<file path="src/rtl/snn_pkg.sv">
// Shared types and constants for the spiking-network blocks
// (synapse, neuron, saturating arithmetic).
package snn_pkg;

  localparam int I_W = 16;

  localparam logic signed [I_W-1:0] I_MAX = 16'sh7FFF;
  localparam logic signed [I_W-1:0] I_MIN = 16'sh8000;

  typedef enum logic [1:0] {
    IDLE    = 2'd0,
    REFRACT = 2'd1,
    ACTIVE  = 2'd2
  } syn_state_e;

endpackage

</file>
<file path="src/rtl/sat_add16.sv">
// Signed 16-bit adder that clamps to [I_MIN, I_MAX] and flags the clamp.
module sat_add16
  import snn_pkg::*;
(
  input  logic signed [I_W-1:0] a,
  input  logic signed [I_W-1:0] b,
  output logic signed [I_W-1:0] sum,
  output logic                  ovf
);

  logic signed [I_W:0] wide;

  assign wide = {a[I_W-1], a} + {b[I_W-1], b};

  // The two top bits disagree exactly when the result left the 16-bit range.
  always_comb begin
    ovf = wide[I_W] ^ wide[I_W-1];
    sum = wide[I_W-1:0];
    if (ovf) sum = wide[I_W] ? I_MIN : I_MAX;
  end

endmodule

</file>
<file path="src/rtl/synapse_current_gen.sv">
// Spike-to-current synapse: each accepted spike edge adds a signed weight to
// a current that decays exponentially on a programmable prescaler tick.
//
// state   | meaning
// IDLE    | current is zero, edges accepted
// REFRACT | edge just accepted, further edges ignored while refr_cnt runs down
// ACTIVE  | current non-zero and decaying, edges accepted
module synapse_current_gen
  import snn_pkg::*;
#(
  parameter int REFRACT_CYCLES = 4
) (
  input  logic                  clock,
  input  logic                  reset,
  input  logic                  spike_in,
  input  logic                  enable,
  input  logic signed [I_W-1:0] weight,
  input  logic [3:0]            decay_shift,
  input  logic [7:0]            decay_period,
  output logic signed [I_W-1:0] current_out,
  output logic [7:0]            spike_count,
  output logic                  saturated
);

  syn_state_e state_q, state_d;

  logic                  spike_d;
  logic [7:0]            presc;
  logic [7:0]            refr_cnt;
  logic                  spike_edge;
  logic                  tick;
  logic                  accept;
  logic                  decay_en;
  logic                  refr_busy;
  logic signed [I_W-1:0] shifted;
  logic signed [I_W-1:0] decay_step;
  logic signed [I_W-1:0] cur_dec;
  logic signed [I_W-1:0] sum_sat;
  logic                  add_ovf;

  assign spike_edge = spike_in & ~spike_d;
  assign tick       = enable & (presc == decay_period);
  assign accept     = enable & spike_edge & ~refr_busy;

  // Force a step of 1 for small positive currents so they actually reach zero.
  always_comb begin
    shifted    = current_out >>> decay_shift;
    decay_step = shifted;
    if (shifted == '0 && current_out > 0) decay_step = 16'sd1;
    cur_dec = (tick && decay_en) ? current_out - decay_step : current_out;
  end

  sat_add16 u_sat_add (
    .a   (cur_dec),
    .b   (weight),
    .sum (sum_sat),
    .ovf (add_ovf)
  );

  always_ff @(posedge clock or posedge reset) begin
    if (reset) state_q <= IDLE;
    else       state_q <= state_d;
  end

  always_comb begin
    state_d = state_q;
    if (enable) begin
      case (state_q)
        IDLE:    if (accept) state_d = REFRACT;
        REFRACT: if (refr_cnt == '0) state_d = (cur_dec != '0) ? ACTIVE : IDLE;
        ACTIVE: begin
          if (accept)              state_d = REFRACT;
          else if (cur_dec == '0)  state_d = IDLE;
        end
        default: state_d = IDLE;
      endcase
    end
  end

  always_comb begin
    decay_en  = (state_q == ACTIVE) || (state_q == REFRACT);
    refr_busy = (state_q == REFRACT);
  end

  // spike_d resets high so a spike held through reset release is not an edge.
  always_ff @(posedge clock or posedge reset) begin
    if (reset) begin
      spike_d     <= 1'b1;
      presc       <= '0;
      refr_cnt    <= '0;
      current_out <= '0;
      spike_count <= '0;
      saturated   <= 1'b0;
    end else begin
      spike_d <= spike_in;
      if (enable) begin
        presc <= tick ? 8'd0 : presc + 8'd1;
        if (accept) begin
          current_out <= sum_sat;
          spike_count <= spike_count + 8'd1;
          refr_cnt    <= 8'(REFRACT_CYCLES - 1);
          if (add_ovf) saturated <= 1'b1;
        end else begin
          current_out <= cur_dec;
          if (refr_busy && refr_cnt != '0) refr_cnt <= refr_cnt - 8'd1;
        end
      end
    end
  end

endmodule

</file>
<file path="config.mk">
export PLATFORM = sky130hd
export DESIGN_NAME = synapse_current_gen
export DESIGN_NICKNAME = d
export VERILOG_FILES = /design/src/rtl/snn_pkg.sv /design/src/rtl/sat_add16.sv /design/src/rtl/synapse_current_gen.sv
export SDC_FILE = /design/constraint.sdc
export NUM_CORES = 1
export LEC_CHECK = 0
export ABC_AREA = 1
export BUFFER_PORTS_ARGS = -buffer_cell sky130_fd_sc_hd__buf_2
export CORE_AREA = 8 8 107 118
export DETAILED_ROUTE_END_ITERATION = 8
export DIE_AREA = 0 0 115 126
export MAX_ROUTING_LAYER = met4
export PLACE_DENSITY = 0.81
export SLEW_MARGIN = 20
export SYNTH_ARGS = -nofsm -noshare
export SYNTH_HDL_FRONTEND = slang
export SYNTH_SLANG_ARGS = --single-unit
export TNS_END_PERCENT = 30
</file>
<file path="constraint.sdc">
create_clock -name clock -period 4.7 [get_ports clock]
set_input_delay 0.705 -clock clock [delete_from_list [all_inputs] [get_ports clock]]
set_output_delay 0.705 -clock clock [all_outputs]
set_load 0.02 [all_outputs]
</file>
# Word-level counts from Yosys, hierarchy flattened
# Cells that the tools add are included.
# op_classes
addsub,5
magnitude_cmp,1
eq_ne,6
shift,1
n_mux,14
n_bitwise,7
n_reduce_logical,15
# op_table
operator,n
$mux 16,5
$logic_not 16->1,2
$mux 8,3
$add 16x16->17,1
$add 8x1->8 const B,2
$gt 16x1->1 const B,1
$reduce_bool 16->1,1
$sshr 16x4->16,1
$sub 16x16->16,1
$mux 2,5
$eq 8x8->1,1
$logic_not 8->1,1
$reduce_bool 8->1,1
$sub 8x1->8 const B,1
$pmux 2 s3,1
$and 1x1->1,4
$reduce_and 2->1,2
$reduce_and 4->1,1
$logic_and 1x1->1,3
$ne 3x3->1 const B,1
$reduce_and 3->1,1
$eq 2x1->1 const B,1
$eq 2x2->1 const B,1
$logic_not 2->1,1
other kinds (6),7
# totals
reg_bits,44
input_bits,32
output_inout_bits,25
wordCells,56

# Depth between registers and ports, before layout
# Gate-level depths: netlist of run 1.
# depth
depth_word,10
ltp_mapped,39

# Cells and area by module
# Synthesis of run 1 repeated with hierarchy kept, for this count alone.
# unflattened
cells_unflattened,862
hier_area_um2,5272.6
# by_module_without_submodules
module,instances,cells_per_inst,area_per_inst_um2
synapse_current_gen,1,668,4125.2
sat_add16,1,194,1147.4

# Least setup slack after synthesis of run 1
# Ideal clock, no wire load.
# synth_path
kind,input -> register
start,input port decay_shift[0]
end,register saturated
setup_time_ns,0.129
arrival_time_ns,4.826
path_slack_ns,-0.256
cell_stages,35
n_path_buf,3
cell_sequence,buf_2 -> buf_2 -> nand2_1 -> o21ai_0 -> mux2i_1 -> o21ai_0 -> o21ai_0 -> nand4_1 -> nor2_1 -> nand3_1 -> nand2_1 -> ha_1 -> inv_1 -> fa_1 -> nand3_1 -> nand2_1 -> a21oi_1 -> xor2_1 -> nand2_1 -> nand2_1 -> inv_1 -> ha_1 -> a21oi_1 -> inv_1 -> a21oi_1 -> inv_1 -> a21oi_1 -> nand2_1 -> nand2_1 -> nand2_2 -> nand2_4 -> buf_6 -> inv_2 -> nor2_1 -> o21bai_2
# synth_via
elab_chain_cells,9
# synth_rtl
item,line,text
start: declaration,synapse_current_gen.sv:18,"input logic [3:0] decay_shift,"
$sshr 16x4->16 (*),synapse_current_gen.sv:47,shifted = current_out >>> decay_shift;
$logic_not 16->1,synapse_current_gen.sv:49,if (shifted == '0 && current_out > 0) decay_step = 16'sd1;
$logic_and 1x1->1,synapse_current_gen.sv:49,
$mux 16 (*),synapse_current_gen.sv:49,
$sub 16x16->16 (*),synapse_current_gen.sv:50,cur_dec = (tick && decay_en) ? current_out - decay_step : current_out;
$mux 16 (*),synapse_current_gen.sv:50,
$add 16x16->17 (*),sat_add16.sv:13,"assign wide = {a[I_W-1], a} + {b[I_W-1], b};"
$xor 1x1->1 (*),sat_add16.sv:17,ovf = wide[I_W] ^ wide[I_W-1];
$reduce_and 3->1 (no line) (*),n/a,
end signal: assignment,synapse_current_gen.sv:93,saturated <= 1'b0;
end signal: assignment,synapse_current_gen.sv:102,if (add_ovf) saturated <= 1'b1;
end: declaration,synapse_current_gen.sv:22,output logic saturated
# Mark *: on every way between the ends. The rest lies on a longest branch, timed or not.
# A chain may end at the register's enable or synchronous reset.

# Final worst setup path of run 1
# layout_path
start,input port decay_shift[1]
end,register current_out[9]
# layout_via
elab_chain_cells,10
elab_cells_between_ends,11
classes_between,add/sub (2); shift (1); mux (5); bitwise (1); reduce/logical (2)
# layout_rtl
item,line,text
$sshr 16x4->16 (*),synapse_current_gen.sv:47,
$logic_not 16->1,synapse_current_gen.sv:49,
$logic_and 1x1->1,synapse_current_gen.sv:49,
$mux 16 (*),synapse_current_gen.sv:49,
$sub 16x16->16 (*),synapse_current_gen.sv:50,
$mux 16 (*),synapse_current_gen.sv:50,
$add 16x16->17,sat_add16.sv:13,
$mux 16 / $xor 1x1->1 (equally long branches),"sat_add16.sv:19, sat_add16.sv:17",
$mux 16,sat_add16.sv:19,if (ovf) sum = wide[I_W] ? I_MIN : I_MAX;
$mux 16 (*),synapse_current_gen.sv:98,if (accept) begin
end signal: assignment,synapse_current_gen.sv:99,current_out <= sum_sat;
end signal: assignment,synapse_current_gen.sv:104,current_out <= cur_dec;
end: declaration,synapse_current_gen.sv:20,"output logic signed [I_W-1:0] current_out,"
# Marks and branches as above.

==> flow_summary.ini, run 1 <==
[placement]
gp_congestion = 1.02
hpwl_mm = 12.8
place_area_um2 = 6430
placement.io_buffers = 56

[route]
drc_errors = 0
drt-pass1-iter-count = 5
post_drt_wl_per_cell_um = 15.6
ant_nets = 0
vias = 6324
first_iter_violations = 529
drt_wl_total_mm = 17.9
viasPerCell = 5.50

[synthesis]
yosysWarnings = 0
syn-instance-count = 822
synth-seq-cells = 44
yosysMostFrequentCell = nand2_1
ys.flop_type = dfrtp_1
ys_types = 45
syn_avg_cell_area_um2 = 6.30
synth_area_leaders = dfrtp_1 (21%), nand2_1 (19%), ha_1 (9.4%)
netlist_top_cells_count = nand2_1 (263), inv_1 (103), nor2_1 (52)
synth_nets = 895
synth-edff-count = 0
syn-cell-area_um2 = 5180
synth_top_area_share_pct = 20.8
yosysSeqAreaShare_pct = 21.3
yosysTopAreaCell = dfrtp_1
synth_async_sr_flop_share_pct = 100

[setup_path]
endpoint_kind = flip-flop
startpoint_type = input port
r2r_end = current_out[9]$_DFFE_PP0P_
required_ps = 4860
path_class = in2reg
crit_top_cell = nand2_1
reg2reg_slack_ps = 20
crit_path_top_delay_cell = fa_2
path_max_fanout = 8
critPathLaunch = decay_shift[1]
max_stage_delay_ps = 380
cp_num_buf_inv = 6
r2r_cells = 32
crit_arrival_ps = 4900
crit_family = simple AND/OR/NAND/NOR gates
reg2reg_from = current_out[7]$_DFFE_PP0P_

[cells_and_area]
final_cell_area_um2 = 7300
layout-drive-gt1-share_pct = 34.3
final_util_pct = 68.2
antenna_cells = 0
final_nets = 1074
fillers = 878
area_growth_pct = 40.9

[floorplan]
rows = 40
die_h_um = 126
die_area_um2 = 14500
coreArea_um2 = 10700
initial_core_util_pct = 48.4
die_w_um = 115
io_pins = 57

[power]
finalPower_mw = 5.58
power_density_nw_per_um2 = 764
power.leakage_nw = 3.92
ir_drop_mv = 0.352

[cts]
cts_tree = built
cts_buffers = 5
clk_latency_ps = 300
cts_hold_buf = 0
cts_max_level = 2
cts.clk_slew.worst_paths_ps = 60
clockRootBuffer = clkbuf_16
clock-sinks = 44
clock_path_buffers = 2

[sta]
report.final.slew_viol_count = 0
hold_slack_ps = 469
setup_slack_ps = -42.3
setup_viol = 9
finalCritPeriodShare_pct = 101
period_minus_slack_ps = 4740
worstMarginPinSlew_ps = 591
rsz0062_at_grt = true
tns_ps = -190
fmax_ghz = 0.211
skew_ps = 11.1
max_slew_margin_pct = 60.6
finalHoldViolCount = 0

[grt]
grt_usage_pct = 23.8
grt_overflow = 0
grt_max_degree = 45
grt_pass1_vias = 5939
grt_pass1_wl_mm = 27.4
antenna_found_initial = 0

[worst_hold_path]
hold_start = spike_count[7]$_DFFE_PP0P_
min_to = spike_count[7]$_DFFE_PP0P_
hold_path_class = reg2reg
hold_depth = 1

[outcome]
violations = setup timing
status = complete, but fails checks

[job]
drv_cap = 0
[flip-flops by register name (all words and copies together), names as in the netlist]
register	cells
refr_cnt	8
current_out	16
spike_count	8
saturated	1
spike_d	1
presc	8
state_q	2
[per-layer routing]
| metal | vias to the layer above | global-route usage, % | routed length (um) |
|---|---|---|---|
| met5 | - | - | 0 |
| met1 | 2934 | 27.1 | 7080 |
| met4 | 0 | 10.8 | 920 |
| met2 | 287 | 40.8 | 8880 |
| met3 | 88 | 2.87 | 1020 |
| li1 | 3015 | - | - |
[layout make-up]
| type | count | area, um^2 | share of cell area, % |
|---|---|---|---|
| multi-input combinational | 639 | 3940 | 53.9 |
| clock buffer | 6 | 139 | 1.90 |
| inverter | 121 | 467 | 6.39 |
| tap | 147 | 184 | 2.52 |
| timing repair buffer | 190 | 1430 | 19.6 |
| clock inverter | 2 | 38.8 | 0.531 |
| sequential | 44 | 1110 | 15.2 |
[cells by family (layout without fill, tap and decap cells)]
logic type | count (synthesis) | count (layout) | share of synthesized area [%]
compound gates | 138 | 138 | 15.4
simple gates | 428 | 429 | 36.4
fa+ha+maj | 41 | 41 | 10.2
flops | 44 | 44 | 21.3
buf+inv | 140 | 319 | 10.9
xor+xnor | 26 | 26 | 4.90
mux | 5 | 5 | 0.966
[timing repair]
action | 4_1_cts | 5_1_grt
resized for setup | 82 | 57
endpoints found under the setup margin | 17 | 17
hold endpoints to repair | 0 | 0
gates cloned | 3 | 1
pin swaps | 41 | 30
buffers inserted | 16 | 3
[cells in the final DEF, fill, tap and decap left out, types with 5 or more instances in the layout]
cell type,count
buf_4,124
nor3_1,12
ha_1,31
o21ai_1,20
nor2_2,7
nand2_4,5
nand2_2,29
o21ai_2,19
inv_1,95
xnor2_1,5
nor2_1,48
a21oi_2,20
clkbuf_16,6
xor2_1,19
nand3b_1,6
o21ai_0,18
ha_4,7
nand4_1,20
a21oi_4,5
dfrtp_1,40
a21oi_1,35
nand3_1,31
buf_2,54
nand3_2,6
inv_2,21
o211ai_1,5
buf_12,5
nand2_1,252
[where the power goes]
part | internal, mW | total, mW | leakage, nW | switching (mW)
Combinational | 1.92 | 4.43 | 3.31 | 2.51
Sequential | 0.538 | 0.728 | 0.528 | 0.190
Clock | 0.266 | 0.421 | 0.0871 | 0.155
[how the worst max path moves through the flow]
stage / endpoint / slack [ps] / depth (start not counted)
2_1_floorplan: current_out[7]$_DFFE_PP0P_ / 6 / 33
3_3_place_gp: current_out[11]$_DFFE_PP0P_ / -450 / 33
3_5_place_dp: current_out[13]$_DFFE_PP0P_ / -560 / 34
4_1_cts: current_out[12]$_DFFE_PP0P_ / -30 / 33
5_1_grt: current_out[9]$_DFFE_PP0P_ / -320 / 35
6_report: current_out[9]$_DFFE_PP0P_ / -40 / 33
[worst reg2reg max path: cells and delay by family, from the launching register on]
| family | cells | cell delay [ps] |
|---|---|---|
| multiplexers | 2 | 420 |
| adder cells (fa/ha/maj) | 3 | 720 |
| AO/OA/AOI/OAI | 5 | 610 |
| flip-flops | 1 | 460 |
| buffers and inverters | 4 | 440 |
| AND/OR/NAND/NOR | 17 | 1660 |
| XOR/XNOR | 1 | 230 |
[stage by stage]
stage                     std cells  worst slack [ps]
after floorplan                 822              6.04
after global placement         1118              -453
after detailed placement       1118              -561
after CTS                      1145             -31.9
after global routing           1149              -325
final                          1149             -42.3
No activity file was read; power rests on OpenSTA's default activity.
==> run 2, diff against run 1 <==
--- a/config.mk
+++ b/config.mk
@@ -10,6 +10,7 @@
 export CORE_AREA = 8 8 107 118
 export DETAILED_ROUTE_END_ITERATION = 8
 export DIE_AREA = 0 0 115 126
+export GPL_TIMING_DRIVEN = 0
 export MAX_ROUTING_LAYER = met4
 export PLACE_DENSITY = 0.81
 export SLEW_MARGIN = 20
==> run 2 against run 1 <==
- critical path type unchanged
- highest routed layer unchanged
- die area did not move
- fmax is 1.4% lower
- first-iteration DRC count down 13%
- register-to-register slack worse by 70 ps
- hold slack lost 97 ps
- critical path depth shrank 2
- largest cell class unchanged
- sequential cell count unchanged
- the run still ends with setup timing left
==> flow_summary.ini, run 2 (synthesized netlist as in run 1, its figures left out) <==
[setup_path]
reg2reg_from = current_out[15]$_DFFE_PP0P_
crit_family = simple AND/OR/NAND/NOR gates
required_ps = 4910
startpoint_type = input port
crit_arrival_ps = 5020
cp_num_buf_inv = 5
r2r_cells = 30
reg2reg_slack_ps = -50
endpoint_kind = flip-flop
max_stage_delay_ps = 370
path_max_fanout = 7
path_class = in2reg
r2r_end = current_out[6]$_DFFE_PP0P_
crit_path_top_delay_cell = fa_2

[sta]
hold_slack_ps = 372
tns_ps = -971
finalHoldViolCount = 0
period_minus_slack_ps = 4810
skew_ps = 4.65
rsz0062_at_grt = true
setup_viol = 16
fmax_ghz = 0.208
max_slew_margin_pct = 63.6
setup_slack_ps = -109
finalCritPeriodShare_pct = 102
report.final.slew_viol_count = 0
worstMarginPinSlew_ps = 546

[power]
power_switching_mw = 2.59
intPower_mw = 2.25
p_sw_share_pct = 53.5
ir_drop_mv = 0.374
p_comb_share_pct = 75.5
power_frac_clock_pct = 8.7
power.leakage_nw = 3.48
power_density_nw_per_um2 = 736
power.share.sequential_pct = 15.7
finalPower_mw = 4.83

[grt]
grt_max_degree = 30
antenna_found_initial = 0
gr-usage-met2_pct = 35.7
grt_use_met1_pct = 25.6
use_met3_pct = 2.01
grt_usage_pct = 21.5
grt_pass1_vias = 5394
grt_overflow = 0
grt_pass1_wl_mm = 24.9
busiest_layer = met2

[placement]
gp_congestion = 0.958
placement.io_buffers = 53
place_inst = 1023
pre_cts_ws_ps = -723
hpwl_mm = 11.4

[floorplan]
die_area_um2 = 14500
initial_core_util_pct = 48.4
die_w_um = 115
coreArea_um2 = 10700
rows = 40
io_pins = 57
die_h_um = 126

[outcome]
violations = setup timing
status = complete, but fails checks

[cells_and_area]
top_register = current_out
antenna_cells = 0
final_nets = 982
largest_reg_flops = 16
fillers = 985
area_growth_pct = 26.7
layout-drive-gt1-share_pct = 27.3
finalNonFillerCells = 1057
layout_commonest_cell = nand2_1
layout_common_cells = nand2_1 (254), inv_1 (93), buf_2 (55)

[route]
drc_errors = 0
first_iter_violations = 462
vias = 5727
ant_nets = 0
post_drt_wl_per_cell_um = 15.0
drt_wl_total_mm = 15.9
drt-pass1-iter-count = 5
viasPerCell = 5.42

[cts]
clock_path_buffers = 2
clockRootBuffer = clkbuf_16
cts_tree = built
clock-sinks = 44
cts_max_level = 2
clk_latency_ps = 290
cts.clk_slew.worst_paths_ps = 60
cts_buffers = 5
cts_hold_buf = 0

[job]
drv_cap = 0

[worst_hold_path]
hold_path_class = in2async
run 2: cell types whose count changed in the layout (fill, tap and decap cells not counted), moves of 3 or more:
| cell | change |
|---|---|
| buf_4 | -106 |
| buf_6 | +6 |
| o21ai_1 | -3 |
| inv_2 | +3 |
| nand2_4 | -3 |
| clkbuf_1 | +3 |
| buf_12 | -3 |
run 2: per-layer routing:
layer  vias up  wire length (um)
li1       2824                 -
met1      2611              6670
met2       236              7670
met3        56               816
met4         0               695
met5         -                 0
run 2: cell type report:
class                   instances  area (um^2)  share of cell area [%]
plain buffers                  19          195                    2.97
clock buffers                   6          139                    2.12
clock inverters                 2         38.8                   0.591
inverters                     121          467                    7.11
multi-input cells             638         3860                    58.9
flip-flops and latches         44         1100                    16.8
well taps                     147          184                    2.80
repair buffers                 80          571                    8.69
run 2: what timing repair did:
item / in CTS / in global routing
buffers inserted: 18 / 3
setup endpoints to repair: 17 / 17
cloned: 4 / 1
resized for setup: 99 / 51
pin swaps: 36 / 28
run 2: how the worst max path moves through the flow:
stage	endpoint	slack, ps	startpoint	depth (start not counted)
final	current_out[6]$_DFFE_PP0P_	-110	decay_shift[0]	31
after global routing	current_out[6]$_DFFE_PP0P_	-350	decay_shift[0]	37
after CTS	current_out[14]$_DFFE_PP0P_	-10	decay_shift[0]	36
after detailed placement	current_out[5]$_DFFE_PP0P_	-720	decay_shift[1]	34
after global placement	current_out[5]$_DFFE_PP0P_	-700	decay_shift[0]	32
after floorplan	current_out[7]$_DFFE_PP0P_	6	decay_shift[0]	33
run 2: through the flow:
stage / cell area (um^2) / util (%)
floorplan: 5220 / -
global route: 6560 / 61.3
finish: 6560 / 61.3
CTS: 6330 / 59.1
global placement: 5670 / 52.9
detailed placement: 5690 / 53.1
run 2: power by group through the flow:
stage	clock network, mW	logic (mW)	registers, mW
after detailed placement	0	2.97	0.749
final	0.423	3.65	0.760
after global placement	0	2.93	0.744
after floorplan	0	2.28	0.789
after global routing	0.435	4.02	0.782
after CTS	0.423	3.32	0.746
